**src/rtl/mux_sel_pkg.sv**
```systemverilog
// mux_sel_pkg: state encoding and select constants shared by the arbiter slice
package mux_sel_pkg;
  localparam logic [1:0] ST_IDLE = 2'd0;
  localparam logic [1:0] ST_G0 = 2'd1;
  localparam logic [1:0] ST_G1 = 2'd2;
  localparam logic SEL_I0 = 1'b0;
  localparam logic SEL_I1 = 1'b1;
  typedef enum logic [1:0] {IDLE = ST_IDLE, G0 = ST_G0, G1 = ST_G1} state_t;
endpackage

```
**src/rtl/mux_sel_arbiter_if.sv**
```systemverilog
// mux_sel_arbiter_if: request/dwell inputs and registered mux-select outputs
interface mux_sel_arbiter_if #(parameter int DWELL_W = 4);
  logic req0;
  logic req1;
  logic [DWELL_W-1:0] dwell;
  logic sel;
  logic grant0;
  logic grant1;
  logic busy;
  logic switch;
  modport master (output req0, req1, dwell, input sel, grant0, grant1, busy, switch);
  modport slave (input req0, req1, dwell, output sel, grant0, grant1, busy, switch);
endinterface

```
**src/rtl/mux_sel_arbiter_dwell_counter.sv**
```systemverilog
// dwell_counter: latches the dwell on load and counts grant cycles up to it
module dwell_counter #(parameter int DWELL_W = 4) (
  input  logic               clk,
  input  logic               rst_n,
  input  logic               load,
  input  logic               en,
  input  logic [DWELL_W-1:0] dwell,
  output logic               done
);
  logic [DWELL_W-1:0] cnt_q, cnt_d, dwell_q, dwell_d;
  always_comb begin
    cnt_d = load ? '0 : en ? cnt_q + 1'b1 : cnt_q;
    dwell_d = load ? dwell : dwell_q;
  end
  always_ff @(posedge clk) begin
    if (!rst_n) begin
      cnt_q <= '0;
      dwell_q <= '0;
    end else begin
      cnt_q <= cnt_d;
      dwell_q <= dwell_d;
    end
  end
  // compare before incrementing, so the maximum dwell never wraps the counter
  assign done = cnt_q == dwell_q;
endmodule

```
**src/rtl/mux_sel_arbiter.sv**
```systemverilog
// mux_sel_arbiter: two-channel round-robin arbiter producing a registered 2:1 mux select
module mux_sel_arbiter
  import mux_sel_pkg::*;
#(parameter int DWELL_W = 4) (
  input  logic                     clk,
  input  logic                     rst_n,
  mux_sel_arbiter_if.slave         bus
);
  state_t state_q, state_d, pick, swap;
  logic sel_q, sel_d, last_q, last_d, switch_q, switch_d;
  logic active, own, other, fin, start, done;
  always_comb begin
    active = state_q != IDLE;
    own = state_q == G1 ? bus.req1 : bus.req0;
    other = state_q == G1 ? bus.req0 : bus.req1;
    fin = active && (!own || done);
    pick = (bus.req0 && bus.req1) ? (last_q == SEL_I1 ? G0 : G1) :
           bus.req0 ? G0 : bus.req1 ? G1 : IDLE;
    swap = state_q == G0 ? G1 : G0;
    state_d = !active ? pick : !fin ? state_q : other ? swap : own ? state_q : IDLE;
    start = state_d != IDLE && (!active || fin);
    sel_d = start ? (state_d == G1 ? SEL_I1 : SEL_I0) : sel_q;
    last_d = start ? sel_d : last_q;
    switch_d = start;
  end
  always_ff @(posedge clk) begin
    if (!rst_n) begin
      state_q <= IDLE;
      sel_q <= SEL_I0;
      last_q <= SEL_I1;
      switch_q <= 1'b0;
    end else begin
      state_q <= state_d;
      sel_q <= sel_d;
      last_q <= last_d;
      switch_q <= switch_d;
    end
  end
  dwell_counter #(.DWELL_W(DWELL_W)) u_cnt (
    .clk(clk), .rst_n(rst_n), .load(start), .en(active && !fin),
    .dwell(bus.dwell), .done(done)
  );
  assign bus.sel = sel_q;
  assign bus.grant0 = state_q == G0;
  assign bus.grant1 = state_q == G1;
  assign bus.busy = active;
  assign bus.switch = switch_q;
endmodule

```
**src/flat_wrapper.sv**
```systemverilog
// flat-port wrapper written by rule: the top's interface ports become plain ports
module mux_sel_arbiter_flat import mux_sel_pkg::*;
#(parameter int DWELL_W = 4)
  (clk, rst_n, bus_req0, bus_req1, bus_dwell, bus_sel, bus_grant0, bus_grant1, bus_busy, bus_switch);
  mux_sel_arbiter_if #(.DWELL_W(DWELL_W)) bus_i ();
  input  logic clk;
  input  logic rst_n;
  input wire logic [$bits(bus_i.req0)-1:0] bus_req0;
  input wire logic [$bits(bus_i.req1)-1:0] bus_req1;
  input wire logic [$bits(bus_i.dwell)-1:0] bus_dwell;
  output wire logic [$bits(bus_i.sel)-1:0] bus_sel;
  output wire logic [$bits(bus_i.grant0)-1:0] bus_grant0;
  output wire logic [$bits(bus_i.grant1)-1:0] bus_grant1;
  output wire logic [$bits(bus_i.busy)-1:0] bus_busy;
  output wire logic [$bits(bus_i.switch)-1:0] bus_switch;
  assign bus_i.req0 = bus_req0;
  assign bus_i.req1 = bus_req1;
  assign bus_i.dwell = bus_dwell;
  assign bus_sel = bus_i.sel;
  assign bus_grant0 = bus_i.grant0;
  assign bus_grant1 = bus_i.grant1;
  assign bus_busy = bus_i.busy;
  assign bus_switch = bus_i.switch;
  mux_sel_arbiter #(.DWELL_W(DWELL_W)) u_core (.clk(clk), .rst_n(rst_n), .bus(bus_i));
endmodule
```
**config.mk**
```make
export PLATFORM = sky130hd
export DESIGN_NAME = mux_sel_arbiter_flat
export DESIGN_NICKNAME = d
export VERILOG_FILES = /design/src/rtl/mux_sel_pkg.sv /design/src/rtl/mux_sel_arbiter_if.sv /design/src/rtl/mux_sel_arbiter_dwell_counter.sv /design/src/rtl/mux_sel_arbiter.sv /design/src/flat_wrapper.sv
export SDC_FILE = /design/constraint.sdc
export NUM_CORES = 1
export LEC_CHECK = 0
export BUFFER_PORTS_ARGS = -buffer_cell sky130_fd_sc_hd__buf_2
export CORE_MARGIN = 2
export CORE_UTILIZATION = 44
export CTS_CLUSTER_SIZE = 16
export DETAILED_ROUTE_END_ITERATION = 10
export HOLD_SLACK_MARGIN = 0.06
export PLACE_DENSITY = 0.65
export REMOVE_ABC_BUFFERS = 1
export SLEW_MARGIN = 20
export SYNTH_ARGS = -nofsm -noshare
export SYNTH_HDL_FRONTEND = slang
export SYNTH_SLANG_ARGS = --single-unit
```
**constraint.sdc**
```tcl
create_clock -name clk -period 2.4 [get_ports clk]
set_input_delay 0.12 -clock clk [delete_from_list [all_inputs] [get_ports clk]]
set_output_delay 0.12 -clock clk [all_outputs]
set_load 0.01 [all_outputs]
```
---- Yosys cells after proc, flatten, opt, wreduce, memory -nomap -nowiden ----
Cells that the tools add are included.
cells by class
  add/sub/neg operators ................... 1
  multiply operators ...................... 0
  divide/modulo/power cells ............... 0
  magnitude comparators ................... 0
  eq/ne operators ......................... 4
  shift operators ......................... 0
  muxes and demuxes ....................... 13
  bitwise logic cells ..................... 1
  reduce and logical (&&, ||, !) cells .... 12
operators with widths
  cell                                                              count
  2-bit two-way mux                                                 9
  4-bit by 1-bit adder with 4-bit output (second input constant)    1
  2-bit == test (second input constant)                             2
  4-bit == test                                                     1
  1-bit logical AND                                                 4
  1-bit two-way mux                                                 4
  2-bit nonzero test                                                2
  1-bit logical NOT                                                 3
  2-bit by 1-bit == test with 1-bit output (second input constant)  1
  1-bit logical OR                                                  2
  2-bit OR reduction                                                1
  1-bit NOT                                                         1
word-level totals
  flip-flop bits (word level) ............. 13
  latch bits .............................. 0
  RAM bits ................................ 0
  ROM bits ................................ 0
  bits of input ports ..................... 8
  output and inout bits ................... 5
  word-level logic and storage cells ...... 37
  memories ................................ 0

---- Longest topological paths before layout ----
Gate-level depths: netlist of run 1.
  word-level depth ........................ 10
  gate-level depth with buffers ........... 5
  gate-level depth less buffers ........... 4

---- Hierarchy ----
From an unflattened synthesis of run 1, not the netlist that was laid out.
unflattened totals
  cells, all modules ...................... 74
  area total of the unflattened synthesis .. 703.2 um2
by module, submodules not included
  module           times used  cells an instance  area each (um2)
  dwell_counter    1           35                 377.9
  mux_sel_arbiter  1           39                 325.3

---- Least setup slack after synthesis of run 1 ----
OpenSTA, ideal clock, no wires.
  path type ............................... reg-to-reg
  start point ............................. register u_core.u_cnt.cnt_q[2]
  end point ............................... register u_core.u_cnt.dwell_q[0]
  setup time .............................. 0.072 ns
  arrival ................................. 1.542 ns
  path slack .............................. 0.786 ns
  stages on the path, launching flop included .. 6
  path buffers ............................ 1
  clock period less this slack ............ 1.614 ns
  path through ............................ dfxtp_1 xor2_1 or4_4 buf_6 a21oi_4 mux2i_1
on the way
  cells in the longest elaborated chain, start to end .. 7
  elaborated cells between the ends (all ways) .. 8
  those cells by class .................... eq/ne: 1; mux: 2; reduce/logical: 5
ends and longest elaborated chain
  item                            line                                 RTL
  from (decl)                     mux_sel_arbiter_dwell_counter.sv:10  logic [DWELL_W-1:0] cnt_q, cnt_d, dwell_q, dwell_d;
  from (signal assigned)          mux_sel_arbiter_dwell_counter.sv:20  cnt_q <= cnt_d;
  4-bit == test *                 mux_sel_arbiter_dwell_counter.sv:25  assign done = cnt_q == dwell_q;
  1-bit logical OR *              mux_sel_arbiter.sv:16                fin = active && (!own || done);
  1-bit logical AND *             mux_sel_arbiter.sv:16
  2-bit two-way mux (2 in a row)  mux_sel_arbiter.sv:20                state_d = !active ? pick : !fin ? state_q : other ? swap : own ? state_q : IDLE;
  2-bit nonzero test              mux_sel_arbiter.sv:21                start = state_d != IDLE && (!active || fin);
  1-bit logical AND *             mux_sel_arbiter.sv:21
  to (signal assigned)            mux_sel_arbiter_dwell_counter.sv:21  dwell_q <= dwell_d;
  to (decl)                       mux_sel_arbiter_dwell_counter.sv:10
Mark *: on every way between the ends. The rest lies on a longest branch, timed or not.
A chain may end at the register's enable or synchronous reset.

---- Final worst setup path of run 1 ----
  start point ............................. register u_core.u_cnt.cnt_q[2]
  end point ............................... register u_core.u_cnt.cnt_q[3]
on the way
  cells in the longest elaborated chain, start to end .. 8
  elaborated cells between the ends (all ways) .. 12
  those cells by class .................... add/sub: 1; eq/ne: 1; mux: 2; reduce/logical: 8
ends and longest elaborated chain
  item                            line
  4-bit == test                   mux_sel_arbiter_dwell_counter.sv:25
  1-bit logical OR                mux_sel_arbiter.sv:16
  1-bit logical AND               mux_sel_arbiter.sv:16
  2-bit two-way mux (2 in a row)  mux_sel_arbiter.sv:20
  2-bit nonzero test              mux_sel_arbiter.sv:21
  1-bit logical AND               mux_sel_arbiter.sv:21
  2-bit OR reduction (no line)    --
Several ways; a longest one is shown, not always the timed one.

==> results of run 1 <==
-- synth_stat cells (all sizes together) (3+ instances only) --
cell type and instances:
dfxtp 13, mux2i 4, nor2 4, nand2 14
o21ai 3, a21oi 4, a221oi 3, inv 6
xor2 4, buf 3, nand3 3
-- metrics by stage --
step / setup WS (ns) / instances
after CTS: 0.599 / 132
after global placement: 0.689 / 128
after detailed placement: 0.609 / 128
final: 0.586 / 132
after floorplan: 0.724 / 90
after global routing: 0.524 / 132
-- power groups by stage --
stage | logic [uW] | registers [uW] | clock network (uW)
6_report | 153 | 249 | 143
3_5_place_dp | 152 | 253 | 0
2_1_floorplan | 107 | 251 | 0
3_3_place_gp | 146 | 254 | 0
4_1_cts | 152 | 249 | 143
5_1_grt | 164 | 252 | 150
-- registers in the layout, indices dropped and copies added (netlist names) --
register	cells
u_core.bus.sel	1
u_core.u_cnt.cnt_q	4
u_core.state_q	2
u_core.u_cnt.dwell_q	4
u_core.bus.switch	1
u_core.last_q	1
-- layer usage --
metal | global-route usage, % | wire length (um) | up-vias
met5 | 0 | 0 | -
met4 | 4.44 | 0 | 0
met3 | 8.08 | 103 | 0
met2 | 29.7 | 938 | 21
met1 | 24.4 | 867 | 356
li1 | - | - | 373
-- final timing paths --
| kind | start | endpoint |
|---|---|---|
| worst min-delay path | bus_dwell[2] | u_core.u_cnt.dwell_q[2] |
| worst max register to register | u_core.u_cnt.cnt_q[2] | u_core.u_cnt.cnt_q[3] |
| worst min register to register | u_core.u_cnt.dwell_q[1] | u_core.u_cnt.dwell_q[1] |
| worst max-delay path | u_core.u_cnt.cnt_q[2] | u_core.u_cnt.cnt_q[3] |
-- logic make-up after synthesis --
logic type | Yosys count
mux | 5
fa+ha+maj | 1
compound gates | 24
simple gates | 37
xor+xnor | 4
buf+inv | 11
flops | 13
-- final cells by class --
type                            instances  share of cell area, %
Multi-Input combinational cell         71                   55.0
Sequential cell                        13                   28.7
Timing Repair Buffer                   13                   7.46
Tap cell                               25                   3.45
Clock buffer                            4                   2.90
Inverter                                6                   2.49
-- worst register-to-register path: cells and delay by family, from the launching register on --
kind / cells / cell delay [ns]
simple gates: 1 / 0.64
flops: 1 / 0.36
xor+xnor: 1 / 0.21
compound gates: 2 / 0.51
==> out/results.txt, run 1 <==
Routed len/inst - 14.5 um
Leakage - 0.000401 uW
DIE AREA - 0.00223 mm^2
Root Buffer Master - clkbuf_4
Dominant synthesized flop cell - dfxtp_1
Crit-path max FO - 11
Drt pass-1 iters - 4
Top cell type's share of synthesized area - 31.7%
Fin. Hold Viols - 0
WP data arrival - 2.00 ns
CP peak stage delay - 0.64 ns
Num CTS Buffers - 3
Initial drt markers - 15
Compound-Gate Fraction of Synth Area - 23.6%
CTS Buffer Depth - 2
Most frequent cells in the layout - nand2_1, dfxtp_1, buf_2
Syn-to-layout area delta - 10.2%
Post-synth EDFFs - 0
Instance count on the critical path - 4
CTS tree - yes
Clock Power Share - 26.2%
Layout Skew - 0.00149 ns
Yosys warning count - 0
Fin crit period - 1.81 ns
Hold_buf cts - 0
Min-delay worst type - in -> reg
Largest net degree at the start of global routing - 13
Final setup fails - 0
GR Util All Layers - 19.0%
Initial Util - 47.1%
Kind of start point of the critical path - register
Layout cells sized above 1 - 22.4%
Combinational power share - 28.0%
RSZ-0062 raised after global routing - false
CP Class - reg -> reg
Slew HR - 49.3%
Tcrit/Tclk final - 75.6%
Post-Synth XOR/XNOR Area - 4.26%
I/O pin count - 13
Post-synthesis cell count - 95
Final GP Congestion - 0.835
Cell area after synthesis - 822 um^2
Finished Core Util - 51.9%
Final slew viol count - 0
Gr ovfl total - 0
Post-route total power - 545 uW
Area leader, netlist - dfxtp_1
Fmax - 551 MHz
Total wire length - 1910 um
Most common cell after layout, fill and taps aside - nand2_1
Final ANT Viol Nets - 0
Fraction of the mapped netlist area in simple logic gates - 25.0%
Multi-input logic area - 498 um^2
FF+latch count, synth - 13
Register clock-pin slew on the reported worst setup and hold paths - 0.08 ns
Net Switching - 185 uW
Row count - 15
Asr flop ratio synth - 0%
CP Capture Type - register
Power per cell area - 601 mW/mm^2
Post-Synth Adder-Cell Area - 1.52%
Initial antenna violation count - 0
Nets - 117
Outcome - completed
Die height - 47.2 um
Internal power - 360 uW
Design Area, Final - 906 um^2
Reg2Reg Depth - 4
HPWL after DPL - 1380 um
Clk_lat worst skew - 0.28 ns
Setup TNS - 0 ns
Vias per inst - 5.68
Critical path's slowest cell - or4_4
Residual DRC - 0
Proportion of synthesized area in mux cells - 6.24%
# resized after CTS - 0
Postcts setup bufs - 0
CP required - 2.59 ns
Crit path cell chain - xor2_1 -> or4_4 -> a31o_1 -> a2111oi_2
Cell family contributing the most delay on the critical path - simple AND/OR/NAND/NOR gates
Syn Area/Cell - 8.65 um^2
H-tree levels - 1
Worst path buffer plus inverter count - 0
# clock sinks - 13
Max Cap Viol - 0
Seq pwr share - 45.8%
Diodes inserted - 0
Hold Path Stages - 3
Largest family of logic cells by synthesized area - simple AND/OR/NAND/NOR gates
Tightest Pin Transition - 0.753 ns
Seq/Total Area, Yosys - 31.7%
Reg area - 260 um^2
Max IR drop VDD - 0.507 mV
First-pass GRT wire length - 2930 um
Port buffer count - 12
Core area - 0.00175 mm^2
Placed cell area - 880 um^2
Worst hold margin - 0.0740 ns
Switching part of the total - 33.9%
Synth unique cells - 43
Reg-to-reg slack, setup - 0.59 ns
Largest cells by area after synthesis - dfxtp_1, nand2_1, mux2i_1
Filler cell count - 189
Via Count - 750
Die Wd - 47.2 um
Vias in the first global route - 682
No activity file was read; power rests on OpenSTA's default activity.
==> inputs of run 2 (changes only) <==
--- a/config.mk
+++ b/config.mk
@@ -5,6 +5,7 @@
 export SDC_FILE = /design/constraint.sdc
 export NUM_CORES = 1
 export LEC_CHECK = 0
+export ABC_AREA = 1
 export BUFFER_PORTS_ARGS = -buffer_cell sky130_fd_sc_hd__buf_2
 export CORE_MARGIN = 2
 export CORE_UTILIZATION = 44
==> constraint.sdc (replaced) <==
create_clock -name clk -period 1.9 [get_ports clk]
set_input_delay 0.095 -clock clk [delete_from_list [all_inputs] [get_ports clk]]
set_output_delay 0.095 -clock clk [all_outputs]
set_load 0.01 [all_outputs]
==> run 2 against run 1 <==
  * Non-clock buffer count rose by 2
  * Via count fell by 2.5%
  * Register-to-register slack got worse by 0.21 ns
  * Largest cell class unchanged
  * Highest routed layer is now met4
==> out/results.txt, run 2 <==
Internal power - 553 uW (+54%)
Initial drt markers - 12 (-3)
Seq pwr share - 38.1% (-7.7 points)
Drt pass-1 iters - 4 (unchanged)
Total wire length - 1510 um (-21%)
Die Wd - 46.6 um (-1.4%)
Syn Area/Cell - 6.93 um^2 (-20%)
CTS Buffer Depth - 2 (unchanged)
Kind of start point of the critical path - register
Root Buffer Master - clkbuf_4
CP startpoint - u_core.u_cnt.cnt_q[0]
Fin crit period - 1.53 ns (-0.286 ns)
Dominant synthesized flop cell - dfxtp_1
Initial antenna violation count - 0 (unchanged)
Vias in the first global route - 681 (-0.15%)
Clock Power Share - 17.1% (-9.1 points)
Vias per inst - 4.63 (-19%)
FF+latch count, synth - 13 (unchanged)
Via Count - 731 (-2.5%)
Clk_lat worst skew - 0.27 ns (about the same)
Final setup fails - 0 (unchanged)
Layout cells sized above 1 - 26.3% (+3.9 points)
Tightest Pin Transition - 0.255 ns (-0.498 ns)
Filler cell count - 168 (-11%)
Hold Crit Start - bus_dwell[0]
Final GP Congestion - 0.786 (-5.9%)
RSZ-0062 raised after global routing - false
Min-delay worst type - in -> reg
Power per cell area - 1010 mW/mm^2 (+68%)
Fin. Hold Viols - 0 (unchanged)
Num CTS Buffers - 3 (unchanged)
Postcts setup bufs - 0 (unchanged)
Routed len/inst - 9.54 um (-34%)
Core area - 0.00171 mm^2 (-2.2%)
Tcrit/Tclk final - 80.4% (+4.8 points)
Combinational power share - 44.8% (+17 points)
CP Class - reg -> reg
Most common cell after layout, fill and taps aside - nand2_1
Row count - 15 (unchanged)
Asr flop ratio synth - 0% (unchanged)
Outcome - completed
CP required - 2.06 ns (-0.53 ns)
Top cell type's share of synthesized area - 32.7% (+0.99 points)
I/O pin count - 13 (unchanged)
Yosys warning count - 0 (unchanged)
Top Registers - u_core.u_cnt.cnt_q x4, u_core.u_cnt.dwell_q x4, u_core.state_q x2
Non-filler cells, final - 158 (+20%)
Nets - 143 (+22%)
Leakage - 0.000465 uW (+16%)
# resized after CTS - 0 (unchanged)
H-tree levels - 1 (unchanged)
GR Util All Layers - 18.7% (-0.33 points)
Post-Place Cells - 151 (+18%)
Post-synthesis cell count - 115 (+21%)
Final slew viol count - 0 (unchanged)
Port buffer count - 12 (unchanged)
HPWL after DPL - 1200 um (-13%)
Setup TNS - 0 ns (unchanged)
Die height - 46.6 um (-1.4%)
Placed cell area - 883 um^2 (+0.43%)
Slew HR - 83.0% (+34 points)
Register clock-pin slew on the reported worst setup and hold paths - 0.07 ns (about the same)
Max Cap Viol - 0 (unchanged)
Pre-CTS setup slack - 0.376 ns (-0.233 ns)
WP data arrival - 1.69 ns (-0.31 ns)
Largest net degree at the start of global routing - 13 (unchanged)
Net Switching - 398 uW (+120%)
Final ANT Viol Nets - 0 (unchanged)
Crit-path max FO - 9 (-2)
Synth unique cells - 23 (-47%)
First-pass GRT wire length - 2810 um (-4.2%)
Residual DRC - 0 (unchanged)
Seq/Total Area, Yosys - 32.7% (+0.99 points)
Diodes inserted - 0 (unchanged)
Max IR drop VDD - 0.765 mV (+51%)
CP Capture Type - register
Synth cell count leaders - nand2_1, inv_1, dfxtp_1
Post-synth EDFFs - 0 (unchanged)
Design Area, Final - 940 um^2 (+3.7%)
Critical R2R Launch - u_core.u_cnt.cnt_q[0]
Fmax - 654 MHz (+19%)
# clock sinks - 13 (unchanged)
CTS tree - yes
Syn-to-layout area delta - 17.9%
Area leader, netlist - dfxtp_1
Most frequent cells in the layout - nand2_1, inv_1, dfxtp_1
Layout Skew - 0.00131 ns (-0.000173 ns)
Initial Util - 46.7% (-0.43 points)
Final WS setup - 0.372 ns (-0.214 ns)
Cell area after synthesis - 797 um^2 (-3.0%)
Switching part of the total - 41.9% (+7.9 points)
DIE AREA - 0.00217 mm^2 (-2.8%)
Most numerous cell in the Yosys netlist - nand2_1
Largest cells by area after synthesis - dfxtp_1, nand2_1, inv_1
Gr ovfl total - 0 (unchanged)
[run 2: cell types whose count changed in the layout (fill, tap and decap cells not counted), sizes merged, moves of 4 or more]
cell | previous run | this run
inv | 6 | 21
mux2i | 4 | 0
nand2 | 14 | 39
nand3 | 3 | 12
nor2 | 4 | 11
[run 2: power groups by stage]
| stage | clock (uW) | sequential (uW) | combinational, uW |
|---|---|---|---|
| after floorplan | 0 | 363 | 334 |
| after global placement | 0 | 368 | 417 |
| after detailed placement | 0 | 369 | 423 |
| after CTS | 172 | 363 | 432 |
| after global routing | 188 | 370 | 491 |
| final | 163 | 363 | 426 |
[run 2: what timing repair did]
action / CTS / global route
endpoints found under the hold margin: 3 / 0
setup endpoints to repair: 0 / 0
hold buffers: 3 / 0
[run 2: per-layer routing]
metal  part of all wire (%)  global-route usage, %  vias to the layer above  wire, um
met5                      0                      0                        -         0
met4                    1.3                   10.9                        0        19
met3                    4.0                   4.31                        2        61
met2                     50                   29.7                       13       748
met1                     45                   22.8                      324       679
li1                       -                      -                      392         -
[run 2: final timing paths]
path                            depth (start not counted)  slack (ns)                      end
worst max-delay path                                   11        0.37  u_core.u_cnt.dwell_q[0]
worst min-delay path                                    3        0.07  u_core.u_cnt.dwell_q[0]
worst max register to register                         11        0.37  u_core.u_cnt.dwell_q[0]
worst min register to register                          2        0.47           u_core.bus.sel
[run 2: cells by family after synthesis]
kind of cell / count (synthesis) / share of synthesized area [%]
simple gates: 68 / 46.3
buf+inv: 23 / 11.5
flops: 13 / 32.7
compound gates: 7 / 4.71
xor+xnor: 3 / 3.30
fa+ha+maj: 1 / 1.57
[run 2: through the flow]
step	hold slack (ns)	util, %	total power, uW
2_1_floorplan	0.164	-	697
4_1_cts	0.0606	55.0	967
3_5_place_dp	0.323	51.7	792
5_1_grt	0.0698	55.0	1050
6_report	0.0692	55.0	952
3_3_place_gp	0.312	51.7	785
[run 2: layout make-up]
cell class	count	area [um^2]	area share (%)
Timing Repair Buffer	15	90.1	9.59
Clock buffer	4	26.3	2.80
Multi-Input combinational cell	79	445	47.4
Sequential cell	13	260	27.7
Inverter	22	86.3	9.19
Tap cell	25	31.3	3.33
[run 2: critical path: stages (launching register included)]
cell and delay (ns):
dfxtp_1 0.40, inv_1 0.08, nand2_1 0.06, nand2_1 0.05, nor2_1 0.08, nand2_1 0.12
nand2_4 0.10, nand3_1 0.14, nand3_4 0.20, nand2_4 0.08, nand3_1 0.07, nand2_1 0.06
==> inputs of run 3 (changes only) <==
==> constraint.sdc (replaced) <==
create_clock -name clk -period 1.56 [get_ports clk]
set_input_delay 0.078 -clock clk [delete_from_list [all_inputs] [get_ports clk]]
set_output_delay 0.078 -clock clk [all_outputs]
set_load 0.01 [all_outputs]
==> run 3 against run 2 <==
  * Routed wire length rose by 5.7%
  * Count of clock-buffer cells in the layout unchanged
  * Non-clock buffer count rose by 5
  * Sequential share of layout area is 1.1 points lower
  * Via count increased by 3.1%
  * Global-route usage down 0.16 points
  * Highest routed layer unchanged
  * Register-to-register slack worse by 0.29 ns
  * Sequential power increased by 26%
  * Clock power increased by 23%
  * First-iteration DRC count decreased by 50%
==> out/results.txt, run 3 (synthesized netlist as in run 2, its figures left out) <==
CP Capture Type - register
DIE AREA - 0.00217 mm^2 (unchanged)
WP data arrival - 1.68 ns (about the same)
Row count - 15 (unchanged)
Crit path cell chain - inv_2 -> nand2_2 -> nand2_1 -> nand2_2 -> nand2_4 -> nor2_4 -> buf_4 -> nand2_1 -> xor2_1 -> inv_1 -> nor2_2
Die height - 46.6 um (unchanged)
Kind of start point of the critical path - register
Largest net degree at the start of global routing - 13 (unchanged)
Vias per inst - 4.60 (-0.63%)
Hold Path Stages - 2 (-1)
Reg2Reg Depth - 11 (unchanged)
Fin. Hold Viols - 0 (unchanged)
Power per cell area - 1220 mW/mm^2 (+21%)
Crit-path max FO - 5 (-4)
Final ANT Viol Nets - 0 (unchanged)
Register clock-pin slew on the reported worst setup and hold paths - 0.08 ns (about the same)
Tightest Pin Transition - 0.237 ns (-0.0177 ns)
Layout cells sized above 1 - 41.0% (+15 points)
Diodes inserted - 0 (unchanged)
Fin crit period - 1.48 ns (-0.0484 ns)
Initial drt markers - 6 (-6)
First-pass GRT wire length - 2800 um (-0.25%)
Clk_lat worst skew - 0.27 ns (about the same)
Min-delay worst type - in -> reg
Root Buffer Master - clkbuf_4
Most frequent cells in the layout - nand2_1, inv_1, buf_2
Post-route total power - 1280 uW (+34%)
CP Class - reg -> reg
CTS Buffer Depth - 2 (unchanged)
Drt pass-1 iters - 4 (unchanged)
Routed len/inst - 9.72 um (+1.8%)
H-tree levels - 1 (unchanged)
Total wire length - 1590 um (+5.7%)
Final setup fails - 0 (unchanged)
Final GP Congestion - 0.786 (unchanged)
Top Registers - u_core.u_cnt.cnt_q x4, u_core.u_cnt.dwell_q x4, u_core.state_q x2
Initial antenna violation count - 0 (unchanged)
Via Count - 754 (+3.1%)
Fmax - 676 MHz (+3.3%)
Max IR drop VDD - 1.05 mV (+38%)
GR Util All Layers - 18.6% (-0.16 points)
CP startpoint - u_core.state_q[0]
Die Wd - 46.6 um (unchanged)
Nets - 149 (+4.2%)
Finished Core Util - 61.3% (+6.3 points)
HPWL after DPL - 1200 um (unchanged)
Port buffer count - 12 (unchanged)
Critical path's slowest cell - dfxtp_4
CTS tree - yes
Gr ovfl total - 0 (unchanged)
Critical R2R Launch - u_core.state_q[0]
Num CTS Buffers - 3 (unchanged)
Initial Util - 46.7% (unchanged)
Non-filler cells, final - 164 (+3.8%)
RSZ-0062 raised after global routing - true
Tcrit/Tclk final - 94.9% (+14 points)
Max Cap Viol - 0 (unchanged)
Most common cell after layout, fill and taps aside - nand2_1
Leakage - 0.000507 uW (+9.2%)
Residual DRC - 0 (unchanged)
Final slew viol count - 0 (unchanged)
Core area - 0.00171 mm^2 (unchanged)
Outcome - completed
Post-Place Cells - 151 (unchanged)
CP peak stage delay - 0.37 ns (-0.03 ns)
Syn-to-layout area delta - 31.4%
CP required - 1.76 ns (-0.30 ns)
# clock sinks - 13 (unchanged)
Slew HR - 84.2% (+1.2 points)
Hold Crit Start - rst_n
Setup TNS - 0 ns (unchanged)
Layout Skew - 0.00164 ns (+0.000327 ns)
Vias in the first global route - 687 (+0.88%)
I/O pin count - 13 (unchanged)
[run 3: cell count changes in the layout (fill, tap and decap cells not counted), sizes merged]
cell,before,now
buf,12,16
dlygate4sd3,3,4
nand3,12,13
[run 3: final timing paths]
path                            to  slack [ns]
min reg2reg         u_core.bus.sel        0.47
max          u_core.u_cnt.cnt_q[2]        0.08
min                  u_core.last_q        0.11
max reg2reg  u_core.u_cnt.cnt_q[2]        0.08
[run 3: what timing repair did]
action,in CTS,in global routing
hold buffers,4,0
buffers inserted,0,4
gates resized for setup,0,23
endpoints found under the setup margin,0,11
hold endpoints to repair,4,0
[run 3: critical path: cells and delay by family, from the launching register on]
| family | cells | cell delay [ns] |
|---|---|---|
| and+or+nand+nor | 7 | 0.66 |
| DFF | 1 | 0.37 |
| buffers and inverters | 3 | 0.25 |
| xor gates and xnor gates | 1 | 0.14 |
[run 3: metal layers]
metal	track usage [%]	up-vias	routed length [um]
met4	10.9	0	19
met5	0	-	0
met3	4.31	2	51
met2	29.2	11	798
met1	22.8	334	725
li1	-	407	-
[run 3: per-stage QoR]
step	setup slack [ns]	hold WS [ns]	cell area, um^2
after detailed placement	0.0361	0.306	883
after global routing	-0.0259	0.105	1050
after global placement	0.0745	0.295	883
final	0.0802	0.105	1050
after floorplan	0.204	0.147	792
after CTS	0.0111	0.0917	950
[run 3: where the power goes]
part	switching [uW]	internal (uW)
clock network	102	98.9
registers	54.5	403
logic	383	238
[run 3: cell type report]
| class | count | area (um^2) |
|---|---|---|
| repair buffers | 20 | 130 |
| flip-flops and latches | 13 | 279 |
| inverters | 22 | 86.3 |
| well taps | 25 | 31.3 |
| clock buffers | 4 | 26.3 |
| fillers | 159 | 661 |
| multi-input cells | 80 | 494 |
